$ cat config.mk
export PLATFORM = sky130hd
export DESIGN_NAME = dpram_rd_streamer
export DESIGN_NICKNAME = d
export VERILOG_FILES = /design/src/rtl/dpram_rd_streamer.sv
export SDC_FILE = /design/constraint.sdc
export NUM_CORES = 1
export LEC_CHECK = 0
export BUFFER_PORTS_ARGS = -buffer_cell sky130_fd_sc_hd__clkbuf_2
export CORE_MARGIN = 2
export CORE_UTILIZATION = 60
export CTS_CLUSTER_SIZE = 40
export DETAILED_ROUTE_END_ITERATION = 8
export PLACE_DENSITY_LB_ADDON = 0.15
export SLEW_MARGIN = 20
export SYNTH_ARGS = -nofsm -noshare
export SYNTH_HDL_FRONTEND = slang
export SYNTH_SLANG_ARGS = --single-unit
$ cat constraint.sdc
create_clock -name clk -period 22.6 [get_ports clk]
set_input_delay 4.52 -clock clk [delete_from_list [all_inputs] [get_ports clk]]
set_output_delay 4.52 -clock clk [all_outputs]
set_load 0.005 [all_outputs]
$ cat src/rtl/dpram_rd_streamer.sv
// Streams num_words consecutive words from a dual-port RAM read port into a
// ready/valid interface through a small FIFO. Stall counter: DPRAM_RD_STALL_CNT_EN.
module dpram_rd_streamer #(
  parameter int DW         = 64,
  parameter int AW         = 8,
  parameter int N_DELAY    = 1,
  parameter int FIFO_DEPTH = 4
) (
  input  logic          clk,
  input  logic          rst,
  input  logic          start,
  input  logic [AW-1:0] base_addr,
  input  logic [AW:0]   num_words,
  output logic          busy,
  output logic          done,
  output logic          enb,
  output logic [AW-1:0] addrb,
  input  logic [DW-1:0] dob,
  output logic [DW-1:0] m_data,
  output logic          m_valid,
  input  logic          m_ready,
  output logic          m_last,
  output logic [31:0]   stall_cnt
);

  localparam int PW = $clog2(FIFO_DEPTH);
  localparam int CW = PW + 1;
  localparam logic [CW:0] DEPTH_C = (CW+1)'(FIFO_DEPTH);

  typedef enum logic [1:0] {IDLE, RUN, DRAIN, DONE} state_t;
  state_t state, state_n;

  logic [AW:0]        nw, issued, sent;
  logic [N_DELAY-1:0] tag;
  logic [CW-1:0]      inflight, fifo_cnt;
  logic [PW-1:0]      wptr, rptr;
  logic [DW-1:0]      mem [FIFO_DEPTH];
  logic               accept, issue, wr, pop;

  assign accept  = (state == IDLE) && start;
  assign wr      = enb && tag[N_DELAY-1];
  assign m_valid = (fifo_cnt != '0);
  assign m_data  = mem[rptr];
  assign pop     = m_valid && m_ready;
  assign m_last  = m_valid && (sent == nw - (AW+1)'(1));

  always_ff @(posedge clk or posedge rst) begin
    if (rst) state <= IDLE;
    else     state <= state_n;
  end

  // Reads are only issued while the FIFO can still absorb every in-flight word
  always_comb begin
    state_n = state;
    enb     = 1'b0;
    done    = 1'b0;
    issue   = 1'b0;
    busy    = (state != IDLE);
    unique case (state)
      IDLE:  if (start) state_n = (num_words == '0) ? DONE : RUN;
      RUN: begin
        enb   = 1'b1;
        issue = (issued < nw) && (({1'b0, fifo_cnt} + {1'b0, inflight}) < DEPTH_C);
        if (issued == nw) state_n = DRAIN;
      end
      DRAIN: begin
        enb = 1'b1;
        if (pop && m_last && (inflight == '0)) state_n = DONE;
      end
      DONE: begin
        done    = 1'b1;
        state_n = IDLE;
      end
      default: state_n = IDLE;
    endcase
  end

  always_ff @(posedge clk or posedge rst) begin
    if (rst) begin
      addrb    <= '0;
      nw       <= '0;
      issued   <= '0;
      sent     <= '0;
      tag      <= '0;
      inflight <= '0;
      fifo_cnt <= '0;
      wptr     <= '0;
      rptr     <= '0;
      for (int unsigned i = 0; i < 32'(FIFO_DEPTH); i++) mem[i] <= '0;
    end else begin
      if (accept) begin
        addrb  <= base_addr;
        nw     <= num_words;
        issued <= '0;
      end else if (issue) begin
        addrb  <= addrb + AW'(1);
        issued <= issued + (AW+1)'(1);
      end
      if (accept)   sent <= '0;
      else if (pop) sent <= sent + (AW+1)'(1);
      // Tag line moves in lockstep with the RAM delay line, which only advances on enb
      if (enb) begin
        tag[0] <= issue;
        for (int unsigned i = 1; i < 32'(N_DELAY); i++) tag[i] <= tag[i-1];
      end
      inflight <= inflight + CW'(issue) - CW'(wr);
      if (wr) begin
        mem[wptr] <= dob;
        wptr      <= wptr + PW'(1);
      end
      if (pop) rptr <= rptr + PW'(1);
      fifo_cnt <= fifo_cnt + CW'(wr) - CW'(pop);
    end
  end

`ifdef DPRAM_RD_STALL_CNT_EN
  always_ff @(posedge clk or posedge rst) begin
    if (rst)                                          stall_cnt <= '0;
    else if (accept)                                  stall_cnt <= '0;
    else if (m_valid && !m_ready && stall_cnt != '1)  stall_cnt <= stall_cnt + 32'd1;
  end
`else
  assign stall_cnt = '0;
`endif

endmodule

# Yosys cells after proc, flatten, opt, wreduce, memory -nomap -nowiden

Index checks and enable logic that the tools add are counted.
W data, S select, Z words.

Register bits after elaboration: 304
Input port bits: 85
Logic and storage cells: 77

Add/sub/neg operators: 11
Magnitude comparators: 5
Equality and inequality tests: 8
Multiplexer cells: 20
Bitwise logic cells: 2
Reductions and logical operators: 17

Operators by type and width:

| cell                  | number |
|---|---|
| $bwmux W256           | 1 |
| $mux W64              | 3 |
| $bmux W64 S2          | 1 |
| $demux W64 S2         | 1 |
| $mux W9               | 4 |
| $add A9 B1 Y9 const B | 2 |
| $eq A9 B9 Y1          | 2 |
| $mux W8               | 2 |
| $logic_not A9 Y1      | 1 |
| $lt A9 B9 Y1          | 1 |
| $sub A9 B1 Y9 const B | 1 |
| $add A8 B1 Y8 const B | 1 |
| $logic_and A1 B1 Y1   | 8 |
| $mux W2               | 4 |
| $pmux W2 S4           | 1 |
| $add A3 B1 Y3         | 2 |
| $ge A3 B3 Y1 const B  | 2 |
| $ne A2 B2 Y1 const B  | 3 |
| $not A2 Y3            | 2 |
| $reduce_bool A2 Y1    | 3 |
| $sub A3 B1 Y3         | 2 |
| $add A2 B1 Y2 const B | 2 |
| $add A3 B3 Y4         | 1 |
| $eq A2 B2 Y1 const B  | 2 |
| other kinds (9)       | 11 |

# Depth between registers and ports, before layout

Word-level depth: 7
Mapped depth: 12
Depth with buffers taken out: 11

# Worst setup path after synthesis

No wires, ideal clock.

Kind: reg-to-output
From: register nw[0]
To: output m_last
Arrival time: 1467 ps
Path slack: 16613 ps
Stages on the path, launching flop included: 7
Buffers on the path: 0
Cells stage by stage: dfrtp_1 -> inv_1 -> ha_1 -> or3_1 -> a31oi_1 -> nand3_1 -> nor2_1

Cells in the longest elaborated chain, start to end: 3

RTL lines:

| what                     | line | source |
|---|---|---|
| start: declaration       | 33   | `logic [AW:0] nw, issued, sent;` |
| start signal: assignment | 93   | `nw <= num_words;` |
| $sub A9 B1 Y9            | 45   | `assign m_last = m_valid && (sent == nw - (AW+1)'(1));` |
| $eq A9 B9 Y1             | 45   |  |
| $logic_and A1 B1 Y1      | 45   |  |
| end: declaration         | 22   | `output logic m_last,` |

No other way between the ends.

# Worst setup path in the final report

From: register rptr[0]
To: output m_data[39]

Cells in the longest elaborated chain, start to end: 4

RTL lines:

| what                                         | line | source |
|---|---|---|
| start: declaration                           | 36   | `logic [PW-1:0] wptr, rptr;` |
| start signal: assignment                     | 111  | `if (pop) rptr <= rptr + PW'(1);` |
| $not A2 Y3 (not written as such)             | 43   | `assign m_data = mem[rptr];` |
| $bmux W64 S2                                 | 43   |  |
| $mux W64 (not written as such) (2 in series) | 43   |  |
| end: declaration                             | 19   | `output logic [DW-1:0] m_data,` |

No other way between the ends. The select of a mux whose other input is x is not followed.

==> key figures <==
Status
  • Status: finished, final reports clean

Worst setup path
  • Maximum fanout along the worst path: 45
  • Setup crit end kind: output port
  • Crit path kind: flop to output port
  • Cell Chain, Critical Path: buf_4 -> mux4_2 -> clkbuf_2
  • WP data arrival: 2.87 ns
  • Slowest cell on crit path: buf_4
  • Max stage delay on crit path: about 0.81 ns
  • CP Launch Point: rptr[0]$_DFFE_PP0P_
  • Crit path max-delay family: buffers and inverters
  • Worst endpoint required time: 18.08 ns
  • CP Launch Type: flop
  • RR Startpoint: inflight[2]$_DFF_PP0_
  • Worst path bufs/invs: 2

Global routing
  • Gr usage total: between 20% and 30%
  • Largest net degree at the start of global routing: 153
  • Initial antenna violation count: 0
  • First-pass GRT wire length: 43900 um
  • Vias in the first global route: between 8k and 9k
  • Aggregate global routing overflow: 0

Yosys
  • Synth Area in XOR/XNOR: 2.11%
  • Post-synth EDFFs: 0
  • Synth Area in Compound Gates: 2.15%
  • Synthesis Warnings: 0
  • Simple logic cell fraction of the synthesized area: 4.60%
  • Ys flop type: dfrtp_1
  • Sequential area share after synthesis: 53.8%
  • Yosys cell types: 53
  • Post-synthesis mux area share: 30.7%
  • Syn avg cell area: approximately 15 um^2
  • Fraction of the mapped netlist area in adder cells: under 10%
  • Main combinational cell family by area after synthesis: multiplexers
  • Ys async rst share: 100%
  • Mapped Cells: 968
  • Seq cells post-synth: 304
  • Mapped Area: 0.0141 mm^2

Timing
  • RSZ-0062 raised after global routing: no
  • Achievable Freq: ~140 MHz
  • Final setup vio count: 0
  • Post-route minimum period: 7.39 ns
  • Fin Setup TNS: 0 ns
  • Slew Viols, Final: 0
  • Slew HR: 29.2%
  • Final Hold Vio Count: 0
  • Worst setup margin: 15.21 ns
  • Final worst path period share: between 30% and 40%
  • Setup Skew: 0.0264 ns
  • Tightest Pin Transition: between 1 and 1.5 ns

Cells and area
  • Area delta synth->final: 14.6%
  • Fraction of layout cells with a size suffix above 1: roughly 44%
  • Net count, final: 1236
  • Non-Filler Cell Area, Final: between 0.015 and 0.02 mm^2
  • Diodes inserted: 0

Clocking
  • Worst-Skew Late Latency: 0.56 ns
  • # resized after CTS: 0
  • Setup bufs post-CTS: 0
  • Max Buffers Root-to-Sink: 3
  • CTS H-tree depth: 1
  • Clock sink total: 304
  • CTS Buf Count: 31
  • Clock transition at path regs: 0.06 ns
  • CTS tree: done
  • CTS root buf: clkbuf_16
  • CTS Hold Bufs: 0

Routing
  • Total Wirelength: between 20000 and 30000 um
  • Drt first pass iters: 4
  • Vias per std cell: 5.59
  • 1st-iter DRT viols: 300
  • Via Count: 8185
  • ANT nets after route: 0
  • DRC: 0
  • Routed wire length per instance: 18.5 um

Die
  • Num rows: 56
  • Initial core utilization: 60.7%
  • I/O pin total: 194
  • Die W: 157 um
  • Area of the die: 0.0248 mm^2
  • Core footprint: 0.0233 mm^2
  • Die H: 157 um

Power and ir drop
  • Pwr dens: 142 mW/mm^2
  • Peak VDD IR: 0.0767 mV
  • Pleak: 7.23 nW

Flow run
  • Max_cap viols: 0

Place
  • Placed Area: 0.0151 mm^2
  • Port bufs: 161
  • Dpl hpwl: 17000 um
  • Placement Setup Slack: around 15 ns
  • GPL Wtd Cong: 0.797

Min path
  • Worst Hold Class: flop to flop
  • Hold Crit Start: mem[125]$_DFFE_PP0P_
worst paths after layout:
check / to / slack (ns) / depth (start not counted)
worst max register to register: inflight[2]$_DFF_PP0_ / 19.26 / 10
worst max-delay path: m_data[39] / 15.21 / 3
worst min-delay path: mem[125]$_DFFE_PP0P_ / 0.49 / 1
worst min register to register: mem[125]$_DFFE_PP0P_ / 0.49 / 1
min in group asynchronous: addrb[7]$_DFFE_PP0P_ / 4.05 / 2
max in group asynchronous: mem[167]$_DFFE_PP0P_ / 16.37 / 4
layout make-up:
class / instances / area, um^2
sequential: 304 / 7610
clock inverter: 16 / 191
fill: 1649 / 7070
timing repair buffer: 166 / 847
clock buffer: 42 / 907
multi-input combinational: 592 / 6130
tap: 319 / 399
inverter: 26 / 110
through the flow:
stage          hold WS [ns]  utilization (%)  cells  power (mW)
4_1_cts               0.492             69.6   1465        2.32
5_1_grt               0.506             69.6   1465        2.45
3_3_place_gp          0.469             64.9   1407        1.74
3_5_place_dp          0.478             64.9   1407        1.78
2_1_floorplan         0.459                -    999        1.52
6_report              0.486             69.6   1465        2.30
metal layers:
| layer | vias up | GRT usage, % | wire [um] |
|---|---|---|---|
| met5 | - | 0 | 0 |
| met4 | 0 | 5.06 | 485 |
| met3 | 40 | 3.72 | 1300 |
| met2 | 172 | 37.6 | 13400 |
| met1 | 4199 | 31.0 | 12000 |
| li1 | 3774 | - | - |
cell usage after synthesis (4+ instances only):
cell type,count,area share (%)
inv_1,24,0.64
a21oi_1,4,0.14
nand4_1,9,0.40
nor2b_1,4,0.18
nor2_1,23,0.61
nand2_1,38,1.0
or3_1,5,0.22
clkbuf_1,10,0.27
mux2_1,51,4.1
nor4_1,4,0.18
xor2_1,20,1.2
buf_1,5,0.13
dfrtp_1,304,54
mux4_2,64,10
ha_1,28,2.5
nor3_1,4,0.14
buf_4,32,1.7
buf_2,30,1.1
mux2_2,205,16
a31oi_1,5,0.22
xnor2_1,14,0.87
o21ai_0,16,0.57
nand3_1,16,0.57
o21ai_1,11,0.39
and3_1,5,0.22
kinds of logic (layout without fill, tap and decap cells):
group,Yosys count,after routing
buffers and inverters,103,250
adders and majority gates,30,30
AOI/OAI and AO/OA,49,49
muxes,321,321
and+or+nand+nor,126,126
xor gates and xnor gates,34,34
DFF,304,304
other,1,32
state kept, by name, summed over array words and instances (netlist names):
name      cells
wptr          2
sent          9
nw            9
tag           1
rptr          2
inflight      3
state         2
fifo_cnt      3
mem         256
issued        9
addrb         8
report_power, final:
part / leakage [nW] / switching, mW / internal, mW / total [mW]
combinational: 3.10 / 0.328 / 0.483 / 0.811
clock: 0.542 / 0.209 / 0.326 / 0.535
sequential: 3.59 / 0.159 / 0.794 / 0.953
placed cells by master, fill, tap and decap left out, types with 3 or more instances in the layout:
cell type / n
bufinv_16: 4
o21ai_1: 11
and2_1: 3
clkbuf_2: 161
clkinvlp_4: 3
clkbuf_8: 9
a21oi_1: 4
mux2_1: 51
ha_1: 28
mux2_2: 205
buf_4: 4
nor2_1: 23
or3_1: 5
nor4_1: 4
xor2_1: 20
nand2_4: 4
dfrtp_1: 302
clkbuf_16: 31
o21ai_0: 16
xnor2_1: 14
inv_1: 23
nor2b_1: 4
clkinv_2: 8
nor3_1: 4
mux4_2: 64
nand3_1: 16
nand2_1: 34
conb_1: 32
a31oi_1: 5
and3_1: 5
nand4_1: 9
No activity file was read; power rests on OpenSTA's default activity.
